### src/rtl/serial_flow_alu.sv
// Bit-serial adder/subtractor: two LSB-first operand streams in, one LSB-first
// result stream out one cycle later, with an overflow flag on the MSB beat.
module serial_flow_alu #(
  parameter int unsigned WIDTH  = 8,
  parameter bit          SIGNED = 1'b0
) (
  input  logic                     CK,
  input  logic                     RSTN,
  input  logic                     LINE1,
  input  logic                     LINE2,
  input  logic                     IN_VALID,
  input  logic                     SUB,
  input  logic                     ABORT,
  output logic                     OUTP,
  output logic                     OUT_VALID,
  output logic                     FRAME_END,
  output logic                     OVERFLW,
  output logic [$clog2(WIDTH)-1:0] BIT_IDX
);

  localparam int unsigned       IW   = $clog2(WIDTH);
  localparam logic [IW-1:0]     LAST = IW'(WIDTH - 1);

  typedef enum logic {IDLE, RUN} state_t;

  state_t        state;
  logic [IW-1:0] cnt;
  logic          carry;
  logic          op;

  logic          first, accept, op_eff, cin, b_eff, sum, cout, last, ovf;
  logic [IW-1:0] cnt_eff;

  // In IDLE the beat is bit 0: SUB drives both the B inversion and the carry-in.
  always_comb begin
    first   = (state == IDLE);
    accept  = IN_VALID & ~ABORT;
    op_eff  = first ? SUB : op;
    cin     = first ? SUB : carry;
    cnt_eff = first ? '0 : cnt;
    b_eff   = LINE2 ^ op_eff;
    sum     = LINE1 ^ b_eff ^ cin;
    cout    = (LINE1 & b_eff) | (LINE1 & cin) | (b_eff & cin);
    last    = (cnt_eff == LAST);
    ovf     = SIGNED ? (cin ^ cout) : (op_eff ? ~cout : cout);
  end

  always_ff @(posedge CK or negedge RSTN) begin
    if (!RSTN) begin
      state     <= IDLE;
      cnt       <= '0;
      carry     <= 1'b0;
      op        <= 1'b0;
      OUTP      <= 1'b0;
      OUT_VALID <= 1'b0;
      FRAME_END <= 1'b0;
      OVERFLW   <= 1'b0;
      BIT_IDX   <= '0;
    end else begin
      OUT_VALID <= accept;
      FRAME_END <= accept & last;
      OVERFLW   <= accept & last & ovf;
      if (accept) begin
        OUTP    <= sum;
        BIT_IDX <= cnt_eff;
      end
      if (ABORT) begin
        state <= IDLE;
        cnt   <= '0;
        carry <= 1'b0;
      end else if (IN_VALID) begin
        op <= op_eff;
        if (last) begin
          state <= IDLE;
          cnt   <= '0;
          carry <= 1'b0;
        end else begin
          state <= RUN;
          cnt   <= cnt_eff + IW'(1);
          carry <= cout;
        end
      end
    end
  end

endmodule
### config.mk
export PLATFORM = sky130hd
export DESIGN_NAME = serial_flow_alu
export DESIGN_NICKNAME = d
export VERILOG_FILES = /design/src/rtl/serial_flow_alu.sv
export SDC_FILE = /design/constraint.sdc
export NUM_CORES = 1
export LEC_CHECK = 0
export BUFFER_PORTS_ARGS = -buffer_cell sky130_fd_sc_hd__clkbuf_2
export CAP_MARGIN = 30
export CORE_MARGIN = 2
export CORE_UTILIZATION = 43
export CTS_CLUSTER_DIAMETER = 80
export DETAILED_ROUTE_END_ITERATION = 16
export HOLD_SLACK_MARGIN = 0.03
export PLACE_DENSITY_LB_ADDON = 0.15
export SYNTH_ARGS = -nofsm -noshare
export SYNTH_HDL_FRONTEND = slang
export SYNTH_SLANG_ARGS = --single-unit
### constraint.sdc
create_clock -name CK -period 2.09 [get_ports CK]
set_clock_uncertainty 0.2 [all_clocks]
set_input_delay 0.209 -clock CK [delete_from_list [all_inputs] [get_ports CK]]
set_output_delay 0.209 -clock CK [all_outputs]
set_load 0.1 [all_outputs]
==> results.sh <==
export IMPL_outcome="completed"
export IMPL_root_buffer="clkbuf_4"
export IMPL_slew_limit_headroom=0.642
export IMPL_power_frac_clock=0.266
export IMPL_yosysTopAreaCell="dfrtp_1"
export IMPL_max_stage_delay_ns=0.40
export IMPL_post_drt_wl_per_cell_um=13.2
export IMPL_cts_sinks=13
export IMPL_synthCells=50
export IMPL_cp_endpoint="carry"
export IMPL_power_leakage_nw=0.400
export IMPL_syn_area_um2=637
export IMPL_syn2layout_area_growth_pct=20.6
export IMPL_ys_flop_type="dfrtp_1"
export IMPL_yosys_warnings=0
export IMPL_powerDensity_mw_per_mm2=792
export IMPL_synth_seq_cells=13
export IMPL_synth_top_area_share=0.511
export IMPL_port_buffers=13
export IMPL_ioPinCount=14
export IMPL_path_cells="buf_4 -> and2_1 -> ha_1 -> ha_1 -> or3b_1 -> a21oi_1"
export IMPL_start_util=0.472
export IMPL_grt_use_total=0.142
export IMPL_reg2regPathDepth=6
export IMPL_core_mm2=0.00135
export IMPL_grt_start_max_net_pins=14
export IMPL_ys_top_cells_by_area="dfrtp_1 51%, mux2i_1 9.4%, and2_1 3.9%"
export IMPL_vdd_drop_max_mv=0.415
export IMPL_worstReg2RegStart="state"
export IMPL_nets=79
export IMPL_finalHoldViolCount=0
export IMPL_hold_class="primary input to flop"
export IMPL_wl_um=1090
export IMPL_synth_enable_flop_cells=0
export IMPL_grt_first_pass_wirelength_um=1860
export IMPL_crit_fanout=6
export IMPL_required_ns=2.11
export IMPL_intPower_uw=387
export IMPL_netlist_top_cells_count="13 x dfrtp_1, 6 x mux2i_1, 4 x and2_1, 4 x nor2_1"
export IMPL_finalCriticalPeriod_ns=1.95
export IMPL_seqPwrFrac=0.461
export IMPL_fill_cells=122
export IMPL_crit_arrival_ns=1.96
export IMPL_tns_ns=0
export IMPL_fmax_mhz=514
export IMPL_gp_congestion=0.700
export IMPL_end_kind="flop"
export IMPL_yosysSeqAreaShare=0.511
export IMPL_yosysMostFrequentCell="dfrtp_1"
export IMPL_initialDrtViolationCount=2
export IMPL_ff_latch_area_um2=325
export IMPL_diodes=0
export IMPL_rsz0062_at_grt="no"
export IMPL_multi_input_area_um2=279
export IMPL_crit_type="flop to flop"
export IMPL_drv_slew=0
export IMPL_std_cell_rows=13
export IMPL_cts_tree="yes"
export IMPL_grt_pass1_vias=428
export IMPL_htreeDepth=1
export IMPL_postCtsSetupBuffers=0
export IMPL_insertion_delay_ns=0.28
export IMPL_setup_viol=0
export IMPL_antenna_found_initial=0
export IMPL_switching_share=0.363
export IMPL_critPathSlowestCell="dfrtp_1"
export IMPL_rrSetupSlack_ns=0.14
export IMPL_drive_gt1_frac=0.353
export IMPL_dr_pass1_iters=2
export IMPL_fin_crit_sh=0.931
export IMPL_overflow=0
export IMPL_drt_antenna_violating_nets=0
export IMPL_max_cap_violations=0
export IMPL_startpoint_type="flop"
export IMPL_syn_num_nets=60
export IMPL_startpoint="state"
export IMPL_syn_area_per_cell_um2=12.7
export IMPL_p_total_uw=608
export IMPL_die_x_um=42.5
export IMPL_dp_hpwl_um=757
export IMPL_yosysUniqueCellTypes=21
export IMPL_combPwrFrac=0.272
export IMPL_r2r_end="carry"
export IMPL_clk_pin_slew_ns=0.09
export IMPL_vias_per_cell=5.05
export IMPL_crit_path_frequent_cell="ha_1"
export IMPL_dieArea_mm2=0.00180
export IMPL_vias=419
export IMPL_tightest_slew_ns=0.539
export IMPL_switching_power_uw=221
export IMPL_cts_buffer_depth=2
export IMPL_drc_errors=0
export IMPL_numCtsBuffers=3
export IMPL_synthArstFlopShare=1.00
export IMPL_die_h_um=42.5
## worst max-delay path, delay by kind of cell, from the launching register on
| kind | cells | cell delay, ns |
|---|---|---|
| flops | 1 | 0.40 |
| compound gates | 1 | 0.14 |
| buf+inv | 1 | 0.17 |
| fa+ha+maj | 2 | 0.44 |
| simple gates | 2 | 0.54 |
## worst min-delay path by stage
stage                  start    endpoint  slack [ns]  cells after the start
floorplan               RSTN  BIT_IDX[0]       -0.29                      0
global placement        RSTN   OUT_VALID       -0.07                      1
detailed placement      RSTN   FRAME_END       -0.08                      1
CTS                 IN_VALID      cnt[0]        0.07                      2
global route        IN_VALID      cnt[0]        0.11                      2
finish              IN_VALID      cnt[0]        0.08                      2
## layout make-up
cell class / count / area share
Sequential cell: 13 / 0.423
Multi-Input combinational cell: 31 / 0.363
Timing Repair Buffer: 18 / 0.143
Clock buffer: 3 / 0.0293
Tap cell: 15 / 0.0244
Inverter: 2 / 0.00977
Clock inverter: 1 / 0.00651
## power groups by stage
stage               Clock [mW]  Sequential (mW)  Combinational (mW)
floorplan                    0            0.362              0.0515
global placement             0            0.284               0.160
detailed placement           0            0.284               0.162
CTS                      0.167            0.280               0.166
global route             0.177            0.283               0.177
finish                   0.162            0.281               0.166
## logic make-up (layout without fill, tap and decap cells)
logic type / count (synthesis) / count (layout) / share of synthesized area
compound gates: 3 / 3 / 0.0314
flops: 13 / 13 / 0.511
mux: 10 / 10 / 0.165
buf+inv: 6 / 24 / 0.0570
simple gates: 14 / 14 / 0.151
fa+ha+maj: 3 / 3 / 0.0707
xor+xnor: 1 / 1 / 0.0138
## sequential cells by signal (all words and copies together), names as in the netlist
| signal | flops |
|---|---|
| state | 1 |
| cnt | 3 |
| BIT_IDX | 3 |
| carry | 1 |
| op | 1 |
| FRAME_END | 1 |
| OUTP | 1 |
| OUT_VALID | 1 |
| OVERFLW | 1 |
## per-stage QoR
step / utilization / hold slack [ns] / setup WS [ns] / instance area, µm² / cells
2_1_floorplan: - / -0.287 / 0.0644 / 637 / 50
3_3_place_gp: 0.524 / -0.0714 / 0.167 / 707 / 76
3_5_place_dp: 0.524 / -0.0764 / 0.111 / 707 / 76
4_1_cts: 0.566 / 0.0743 / 0.117 / 764 / 83
5_1_grt: 0.569 / 0.109 / 0.0196 / 768 / 83
6_report: 0.569 / 0.0811 / 0.143 / 768 / 83
## routing by layer
metal	up-vias	wire length [µm]	GRT usage
met2	11	538	0.215
met5	-	0	0
li1	204	-	-
met3	2	43	0.0517
met1	202	499	0.175
met4	0	10	0.0750
## cells in the final DEF, fill, tap and decap left out
cell / count
a21oi_1: 1
clkbuf_4: 3
mux2_1: 2
fa_1: 1
mux2i_2: 1
clkbuf_2: 13
nand4b_1: 1
ha_1: 2
buf_4: 2
nand2b_1: 1
dfrtp_1: 13
or3b_1: 1
a211oi_1: 2
nor3b_2: 1
nor2_1: 4
clkinv_2: 1
and2_1: 4
nor2b_2: 1
mux2i_1: 5
nand4bb_1: 1
inv_1: 2
mux2_2: 2
xor2_1: 1
dlygate4sd3_1: 3
## timing repair
action                                  in CTS  in global routing
endpoints found under the hold margin       18                  0
hold buffers                                 3                  0
endpoints found under the setup margin       0                  1
gates resized for setup                      0                  1
No activity file was read; power rests on OpenSTA's default activity.
